File: src/rtl/writeback_arbiter_pkg.sv
// Shared core definitions for the writeback path: data width, register-number
// width, source-select encoding and a register-range helper.
package writeback_arbiter_pkg;

    localparam int CORE_XLEN = 32;
    localparam int REG_NUM_W = 6;

    typedef enum logic {
        SRC_ALU = 1'b0,
        SRC_LSU = 1'b1
    } src_sel_e;

    // True for a register that exists and is writable (not x0, below size).
    function automatic logic rd_writable(input logic [REG_NUM_W-1:0] rd, input int size);
        return (rd != '0) && (int'(rd) < size);
    endfunction

endpackage

File: src/rtl/wb_scoreboard.sv
// Pending-write scoreboard: one saturating 2-bit counter per architectural
// register (x0 excluded), plus combinational busy lookups for two sources.
module wb_scoreboard
    import writeback_arbiter_pkg::*;
#(
    parameter int REG_FILE_SIZE = 32
) (
    input  logic                 clk,
    input  logic                 rst,
    input  logic                 inc_en,
    input  logic [REG_NUM_W-1:0] inc_rd,
    input  logic                 dec_en,
    input  logic [REG_NUM_W-1:0] dec_rd,
    input  logic [REG_NUM_W-1:0] rs1_num,
    input  logic [REG_NUM_W-1:0] rs2_num,
    output logic                 rs1_busy,
    output logic                 rs2_busy,
    output logic                 err_overflow
);

    logic [1:0]               r_cnt [1:REG_FILE_SIZE-1];
    logic                     r_err_overflow;
    logic                     w_inc_ok;
    logic [REG_FILE_SIZE-1:1] w_inc_hit;
    logic [REG_FILE_SIZE-1:1] w_dec_hit;
    logic                     w_rs1_busy;
    logic                     w_rs2_busy;

    assign w_inc_ok = inc_en && rd_writable(inc_rd, REG_FILE_SIZE);

    // Decode which counter (if any) is incremented and decremented this edge.
    always_comb begin
        w_inc_hit = '0;
        w_dec_hit = '0;
        for (int i = 1; i < REG_FILE_SIZE; i++) begin
            w_inc_hit[i] = w_inc_ok && (inc_rd == REG_NUM_W'(i));
            w_dec_hit[i] = dec_en && (dec_rd == REG_NUM_W'(i));
        end
    end

    // Counter update: coincident inc/dec cancel, inc saturates at 3 and flags.
    always_ff @(posedge clk) begin
        if (rst) begin
            for (int i = 1; i < REG_FILE_SIZE; i++) begin
                r_cnt[i] <= 2'd0;
            end
            r_err_overflow <= 1'b0;
        end else begin
            for (int i = 1; i < REG_FILE_SIZE; i++) begin
                if (w_inc_hit[i] && !w_dec_hit[i]) begin
                    if (r_cnt[i] == 2'd3) begin
                        r_err_overflow <= 1'b1;
                    end else begin
                        r_cnt[i] <= r_cnt[i] + 2'd1;
                    end
                end else if (w_dec_hit[i] && !w_inc_hit[i] && (r_cnt[i] != 2'd0)) begin
                    r_cnt[i] <= r_cnt[i] - 2'd1;
                end
            end
        end
    end

    // Busy lookup; x0 and out-of-range numbers never match a counter.
    always_comb begin
        w_rs1_busy = 1'b0;
        w_rs2_busy = 1'b0;
        for (int i = 1; i < REG_FILE_SIZE; i++) begin
            if ((rs1_num == REG_NUM_W'(i)) && (r_cnt[i] != 2'd0)) w_rs1_busy = 1'b1;
            if ((rs2_num == REG_NUM_W'(i)) && (r_cnt[i] != 2'd0)) w_rs2_busy = 1'b1;
        end
    end

    assign rs1_busy     = w_rs1_busy;
    assign rs2_busy     = w_rs2_busy;
    assign err_overflow = r_err_overflow;

endmodule

File: src/rtl/writeback_arbiter.sv
// Two-source writeback arbiter (ALU, LSU) with round-robin on contention,
// a registered register-file write port and a pending-write scoreboard.
module writeback_arbiter
    import writeback_arbiter_pkg::*;
#(
    parameter int REG_FILE_SIZE = 32,
    parameter int XLEN          = CORE_XLEN
) (
    input  logic                 clk,
    input  logic                 rst,
    input  logic                 alu_valid,
    output logic                 alu_ready,
    input  logic [REG_NUM_W-1:0] alu_rd,
    input  logic [XLEN-1:0]      alu_data,
    input  logic                 lsu_valid,
    output logic                 lsu_ready,
    input  logic [REG_NUM_W-1:0] lsu_rd,
    input  logic [XLEN-1:0]      lsu_data,
    input  logic                 issue_valid,
    input  logic [REG_NUM_W-1:0] issue_rd,
    input  logic [REG_NUM_W-1:0] rs1_num,
    input  logic [REG_NUM_W-1:0] rs2_num,
    output logic                 rs1_busy,
    output logic                 rs2_busy,
    output logic                 wb_write_en,
    output logic [REG_NUM_W-1:0] wb_reg_num,
    output logic [XLEN-1:0]      wb_data,
    output logic                 err_bad_reg,
    output logic                 err_overflow
);

    // r_rr_ptr names the source that wins the next contended cycle.
    src_sel_e             r_rr_ptr;
    logic                 r_wb_write_en;
    logic [REG_NUM_W-1:0] r_wb_reg_num;
    logic [XLEN-1:0]      r_wb_data;
    logic                 r_err_bad_reg;

    logic                 w_contended;
    logic                 w_alu_ready;
    logic                 w_lsu_ready;
    logic                 w_accept;
    src_sel_e             w_grant_src;
    logic [REG_NUM_W-1:0] w_sel_rd;
    logic [XLEN-1:0]      w_sel_data;

    assign w_contended = alu_valid && lsu_valid;

    // Grant from valids and pointer only, so ready has no path from rd/data.
    always_comb begin
        w_alu_ready = 1'b0;
        w_lsu_ready = 1'b0;
        w_grant_src = SRC_ALU;
        if (!rst) begin
            if (w_contended) begin
                w_grant_src = r_rr_ptr;
                w_alu_ready = (r_rr_ptr == SRC_ALU);
                w_lsu_ready = (r_rr_ptr == SRC_LSU);
            end else if (alu_valid) begin
                w_grant_src = SRC_ALU;
                w_alu_ready = 1'b1;
            end else if (lsu_valid) begin
                w_grant_src = SRC_LSU;
                w_lsu_ready = 1'b1;
            end
        end
    end

    assign w_accept   = w_alu_ready || w_lsu_ready;
    assign w_sel_rd   = (w_grant_src == SRC_LSU) ? lsu_rd   : alu_rd;
    assign w_sel_data = (w_grant_src == SRC_LSU) ? lsu_data : alu_data;

    // Register the accepted result and update pointer and sticky error.
    always_ff @(posedge clk) begin
        if (rst) begin
            r_rr_ptr      <= SRC_LSU;
            r_wb_write_en <= 1'b0;
            r_wb_reg_num  <= '0;
            r_wb_data     <= '0;
            r_err_bad_reg <= 1'b0;
        end else begin
            r_wb_write_en <= w_accept && rd_writable(w_sel_rd, REG_FILE_SIZE);
            if (w_accept) begin
                r_wb_reg_num <= w_sel_rd;
                r_wb_data    <= w_sel_data;
                if (int'(w_sel_rd) >= REG_FILE_SIZE) begin
                    r_err_bad_reg <= 1'b1;
                end
            end
            if (w_contended) begin
                r_rr_ptr <= (r_rr_ptr == SRC_ALU) ? SRC_LSU : SRC_ALU;
            end
        end
    end

    // Decrement is driven by the same registered write the register file
    // absorbs, so busy drops on the edge the new value lands.
    wb_scoreboard #(
        .REG_FILE_SIZE(REG_FILE_SIZE)
    ) u_scoreboard (
        .clk          (clk),
        .rst          (rst),
        .inc_en       (issue_valid),
        .inc_rd       (issue_rd),
        .dec_en       (r_wb_write_en),
        .dec_rd       (r_wb_reg_num),
        .rs1_num      (rs1_num),
        .rs2_num      (rs2_num),
        .rs1_busy     (rs1_busy),
        .rs2_busy     (rs2_busy),
        .err_overflow (err_overflow)
    );

    assign alu_ready   = w_alu_ready;
    assign lsu_ready   = w_lsu_ready;
    assign wb_write_en = r_wb_write_en;
    assign wb_reg_num  = r_wb_reg_num;
    assign wb_data     = r_wb_data;
    assign err_bad_reg = r_err_bad_reg;

endmodule

File: config.mk
export PLATFORM = sky130hd
export DESIGN_NAME = writeback_arbiter
export DESIGN_NICKNAME = d
export VERILOG_FILES = /design/src/rtl/writeback_arbiter_pkg.sv /design/src/rtl/wb_scoreboard.sv /design/src/rtl/writeback_arbiter.sv
export SDC_FILE = /design/constraint.sdc
export NUM_CORES = 1
export LEC_CHECK = 0
export CAP_MARGIN = 20
export CORE_MARGIN = 2
export CORE_UTILIZATION = 58
export CTS_CLUSTER_SIZE = 8
export DETAILED_ROUTE_END_ITERATION = 6
export DONT_BUFFER_PORTS = 1
export PLACE_DENSITY = 0.81
export SETUP_SLACK_MARGIN = 0.02
export SYNTH_ARGS = -nofsm -noshare
export SYNTH_HDL_FRONTEND = slang
export SYNTH_SLANG_ARGS = --single-unit
File: constraint.sdc
create_clock -name clk -period 2.3 [get_ports clk]
set_clock_uncertainty 0.05 [all_clocks]
set_input_delay 0.345 -clock clk [delete_from_list [all_inputs] [get_ports clk]]
set_output_delay 0.345 -clock clk [all_outputs]
set_load 0.05 [all_outputs]
==> impl_results.md, run 1 <==
- Status: finished with violations
- Failing checks: setup timing
- Die X: 120 µm
- Via count: 7502
- Cell count after synthesis: 904
- Antenna Violating Nets Remaining: 0
- H-tree depth: 3
- Max cap viols: 0
- Synth warn: 0
- Sw Share: 32.3%
- Power Internal: 3.20 mW
- Chip height: 120 µm
- Avg Cell Area, Syn: 8.70 µm²
- Slew Limit Fails: 0
- CP max FO: 3
- I/O Buffers: 0
- Clock power share: 33.6%
- EDFF count, synth: 62
- Cell area after placement: 8620 µm²
- CP endpoint kind: output port
- DR DRC count: 0
- CTS tree: built
- # clock sinks: 104
- Setup ws final: -0.379 ns
- Largest net degree at the start of global routing: 48
- Worst Reg-to-Reg Cells: 8
- Period utilization: 116%
- F_max: 373 MHz
- Slew headroom: 37.8%
- Post-synth cell types: 67
- Worst path required time: 1.90 ns
- CP startpoint kind: flop
- Max reg flops: 62
- Synth Net Count: 1065
- Core region area: 13200 µm²
- Clock Tree Buf Depth: 2
- Minimum clock period: 2.68 ns
- GPL Wtd Cong: 0.979
- I/O Pins: 144
- Antenna cells: 0
- Final setup violation count: 2
- HP Class: in -> reg
- Commonest cells after routing, fill and taps aside: nor2_1, buf_4, inv_1, edfxtp_1, nand2_1
- Overflow left after global routing: 0
- Unrepaired setup endpoints after global routing: true
- Initial antenna violation count: 0
- LEAKAGE: 3.51 nW
- VDD IR max: 465 µV
- Routed vias/inst: 6.58
- Tightest Pin Transition: 0.930 ns
- Reg clk slew, reported paths: 0.09 ns
- Starting density of the core: 59.4%
- Sequential share of the synthesized area: 34.4%
- DRT Wirelength: 23.5 mm
- First-pass GRT wire length: 35.3 mm
- Initial DRC Count: 887
- WL per Instance: 20.6 µm
- Top reg by flops: u_scoreboard.r_cnt
- Post-layout total power: 4.73 mW
- Hold Path Depth: 1
- Post-route design area: 9380 µm²
- Layout area overhead: 19.3%
- Vias in the first global route: 6893
- First drt pass iteration count: 6
- Asr flop ratio synth: 0%
- Root Driver: clkbuf_16
- Sequential group share of total power: 48.8%
- Final #Nets: 1120
- Num CTS Buffers: 9
- Fraction of layout cells with a size suffix above 1: 20.9%
- GRT Total Usage: 31.3%
- Layout fillers: 984
- FP Rows: 42
- Combinational power share: 17.6%
- Psw: 1.53 mW
- Synth Flop Type: edfxtp_1
- Crit path DAT: 2.28 ns
- Post-Syn Area: 7860 µm²
- Detailed Place HPWL: 16.9 mm
- Critical path class: reg -> out
- Clock Latency Late Sink: 0.37 ns
- Fin. Hold Viols: 0
- Die area: 14500 µm²
- PD cells: 504 nW/µm²
- #FFs+latches synth: 104
==> power groups by stage <==
stage / clock (mW) / combinational, mW / sequential (mW)
finish: 1.59 / 0.834 / 2.31
global route: 1.65 / 0.893 / 2.32
CTS: 1.59 / 0.777 / 2.31
detailed placement: 0 / 0.733 / 2.35
global placement: 0 / 0.716 / 2.34
floorplan: 0 / 0.519 / 2.36
==> path summary, 6_finish.rpt <==
| check | start | end | slack, ns |
|---|---|---|---|
| setup reg to reg | wb_reg_num[1]$_SDFFE_PP0P_ | u_scoreboard.err_overflow$_SDFF_PP0_ | 0.04 |
| hold / removal | rst | wb_data[24]$_SDFFE_PP0P_ | 0.02 |
| hold reg to reg | r_rr_ptr$_SDFFE_PP1P_ | r_rr_ptr$_SDFFE_PP1P_ | 0.54 |
| setup / recovery | u_scoreboard.r_cnt[0][16]$_DFFE_PP_ | rs2_busy | -0.38 |
==> stage by stage <==
| step | utilization [%] | hold slack, ns | setup TNS, ns | worst slack [ns] | cells |
|---|---|---|---|---|---|
| 5_1_grt | 70.8 | 0.000552 | -0.841 | -0.412 | 1140 |
| 4_1_cts | 69.1 | 0.000141 | -0.595 | -0.360 | 1134 |
| 3_3_place_gp | 65.1 | 0.368 | 0 | 0.0285 | 1105 |
| 2_1_floorplan | - | 0.430 | -0.245 | -0.0725 | 904 |
| 6_report | 70.8 | 0.0171 | -0.660 | -0.379 | 1140 |
| 3_5_place_dp | 65.1 | 0.373 | 0 | 0.00873 | 1105 |
==> per-layer routing <==
metal	GRT usage [%]	wire length, µm	up-vias
met4	15.8	1240	0
met3	7.08	2340	88
met5	0	0	-
met1	40.3	9190	3460
met2	49.3	10700	473
li1	-	-	3481
==> area by class of cell <==
| type | count | area [µm²] | area share, % |
|---|---|---|---|
| Timing Repair Buffer | 105 | 897 | 9.57 |
| Clock buffer | 9 | 225 | 2.40 |
| Multi-Input combinational cell | 648 | 4900 | 52.2 |
| Sequential cell | 104 | 2720 | 29.0 |
| Clock inverter | 7 | 71.3 | 0.761 |
| Tap cell | 176 | 220 | 2.35 |
| Inverter | 91 | 342 | 3.64 |
==> cells by family after synthesis <==
group                    share of synthesized area [%]
multiplexers                                      7.29
AO/OA/AOI/OAI                                     18.8
buffers and inverters                             7.41
AND/OR/NAND/NOR                                   22.3
adder cells (fa/ha/maj)                           9.86
flip-flops                                        34.4
==> synthesized netlist by cell type (all sizes together) (24+ instances only) <==
| library cell | number | area (µm²) |
|---|---|---|
| o211ai | 27 | 203 |
| dfxtp | 42 | 841 |
| nor2 | 91 | 342 |
| clkbuf | 46 | 173 |
| nand3 | 37 | 185 |
| edfxtp | 62 | 1860 |
| o2111ai | 24 | 210 |
| mux2i | 46 | 460 |
| a21oi | 40 | 204 |
| a211oi | 38 | 285 |
| o21ai | 31 | 159 |
| inv | 89 | 334 |
| ha | 62 | 776 |
| nand2 | 56 | 210 |
==> worst max-delay path: stages, from the launching register on <==
cell      delay [ns]
edfxtp_1        0.38
inv_1           0.06
ha_2            0.20
or3_1           0.38
o21ai_0         0.11
a32oi_1         0.11
o311a_1         0.16
a211oi_4        0.33
buf_12          0.18
==> repair_timing <==
item | 4_1_cts | 5_1_grt
setup endpoints to repair | 7 | 11
gates resized for setup | 32 | 33
hold endpoints to repair | 24 | 0
pin swaps | 14 | 16
buffers inserted | 12 | 6
hold buffers | 1 | 0
Power figures use the tool's default switching activity.
==> inputs of run 2 (changes only) <==
PLACE_DENSITY = 0.79   (was 0.81)
clock period = 3.3 ns   (was 2.3 ns; I/O delays follow)
==> impl_results.md, run 2 (same netlist as run 1, synthesis figures left out) <==
- CP top delay family: compound AO/OA/AOI/OAI gates
- Worst path required time: 2.75 ns (+0.85 ns)
- Util after Layout: 63.0% (-7.8 points)
- Chip height: 120 µm (unchanged)
- CP max FO: 3 (unchanged)
- CTS tree: built
- Max cap viols: 0 (unchanged)
- Antenna cells: 0 (unchanged)
- Detailed Place HPWL: 15.1 mm (-10%)
- First drt pass iteration count: 5 (-1)
- Unrepaired setup endpoints after global routing: false
- FP Rows: 42 (unchanged)
- CTS Hold Bufs: 0 (-1)
- Critical path class: reg -> out
- DR DRC count: 0 (unchanged)
- Clock Tree Buf Depth: 2 (unchanged)
- Fraction of layout cells with a size suffix above 1: 7.38% (-13 points)
- Worst path cell trace: inv_1 > ha_1 > mux4_2 > o311a_1 > a211oi_2 > buf_4
- Layout area overhead: 6.14%
- Fin. Hold Viols: 0 (unchanged)
- GPL Wtd Cong: 0.892 (-8.9%)
- Die X: 120 µm (unchanged)
- Largest net degree at the start of global routing: 68 (+42%)
- Commonest non-fill, non-tap cell in the layout: nor2_1
- Setup tns final: 0 ns (+0.660 ns)
- Vias in the first global route: 6422 (-6.8%)
- CP startpoint kind: flop
- Routed vias/inst: 6.61 (+0.39%)
- LEAKAGE: 3.03 nW (-14%)
- F_max: 346 MHz
- Commonest cells after routing, fill and taps aside: nor2_1, inv_1, ha_1, edfxtp_1, nand2_1
- I/O Pins: 144 (unchanged)
- VDD IR max: 369 µV (-21%)
- Crit path DAT: 2.35 ns (+0.07 ns)
- Starting density of the core: 59.4% (unchanged)
- Initial DRC Count: 801 (-9.7%)
- CP max stage delay: 0.46 ns (+0.08 ns)
- WL per Instance: 19.4 µm (-5.9%)
- Final #Nets: 1037 (-7.4%)
- Post-CTS setup buffer count: 0 (-12)
- Slowest stage cell, crit path: mux4_2
- Core region area: 13200 µm² (unchanged)
- HP Class: in -> reg
- Clock Latency Late Sink: 0.37 ns (about the same)
- Final setup violation count: 0 (-2)
- CP endpoint kind: output port
- # clock sinks: 104 (unchanged)
- Top reg by flops: u_scoreboard.r_cnt
- Slew Limit Fails: 0 (unchanged)
- Overflow left after global routing: 0 (unchanged)
- First-pass GRT wire length: 32.4 mm (-8.2%)
- Status: finished, final reports clean
- Max reg flops: 62 (unchanged)
- H-tree depth: 3 (unchanged)
- Period utilization: 87.6%
- Bufs and invs on worst path: 2 (unchanged)
- Antenna Violating Nets Remaining: 0 (unchanged)
- Die area: 14500 µm² (unchanged)
- CTS resizes: 0 (-100%)
- Slew headroom: 41.0% (+3.2 points)
- Initial antenna violation count: 0 (unchanged)
- Root Driver: clkbuf_16
- Reg clk slew, reported paths: 0.08 ns (about the same)
- I/O Buffers: 0 (unchanged)
- DRT Wirelength: 20.5 mm (-13%)
- PD cells: 380 nW/µm² (-25%)
- Num CTS Buffers: 9 (unchanged)
- GRT Total Usage: 28.0% (-3.3 points)
- Via count: 6983 (-6.9%)
- Minimum clock period: 2.89 ns
- Tightest Pin Transition: 0.873 ns (-0.0569 ns)
## run 2: path summary, 6_finish.rpt
check / endpoint / slack, ns / start / depth (start not counted)
max: rs2_busy / 0.41 / u_scoreboard.r_cnt[0][4]$_DFFE_PP_ / 6
min: wb_data[20]$_SDFFE_PP0P_ / 0.14 / rst / 1
max reg2reg: u_scoreboard.err_overflow$_SDFF_PP0_ / 0.67 / wb_reg_num[0]$_SDFFE_PP0P_ / 6
min reg2reg: u_scoreboard.r_cnt[0][42]$_DFFE_PP_ / 0.54 / u_scoreboard.r_cnt[0][42]$_DFFE_PP_ / 1
## run 2: power breakdown
part / internal (mW) / switching [mW] / leakage, nW / total, mW
combinational: 0.177 / 0.272 / 1.89 / 0.449
clock: 0.546 / 0.566 / 0.151 / 1.11
sequential: 1.44 / 0.171 / 0.988 / 1.61
## run 2: area by class of cell
cell class                 count  area, µm²
sequential                   104       2700
multi-input combinational    648       4600
clock buffer                   9        225
inverter                      91        342
clock inverter                 7       83.8
timing repair buffer          22        178
fill                        1135       4900
tap                          176        220
## run 2: metrics by stage
step                      instance area, µm²  power, mW  setup slack, ns  instances  hold slack [ns]
final                                   8350       3.17            0.408       1057            0.140
after global routing                    8350       3.28            0.328       1057            0.134
after CTS                               8350       3.18            0.429       1057            0.136
after detailed placement                8040       2.08            0.778       1041            0.526
after global placement                  8040       2.07            0.786       1041            0.498
after floorplan                         7870       2.00           0.0518        904            0.472
## run 2: worst register-to-register path, stage by stage, from the launching register on
cell and delay, ns:
dfxtp_1 0.47, buf_4 0.29, or4b_2 0.76, o211ai_1 0.31, o2111ai_1 0.21, nor4_1 0.30
a31oi_1 0.12
## run 2: routing by layer
layer	up-vias	routed length [µm]	part of all wire [%]	global-route usage (%)
li1	3329	-	-	-
met3	49	1930	9.4	5.75
met2	337	9540	47	44.2
met4	0	600	2.9	12.4
met1	3268	8400	41	37.1
met5	-	0	0	0
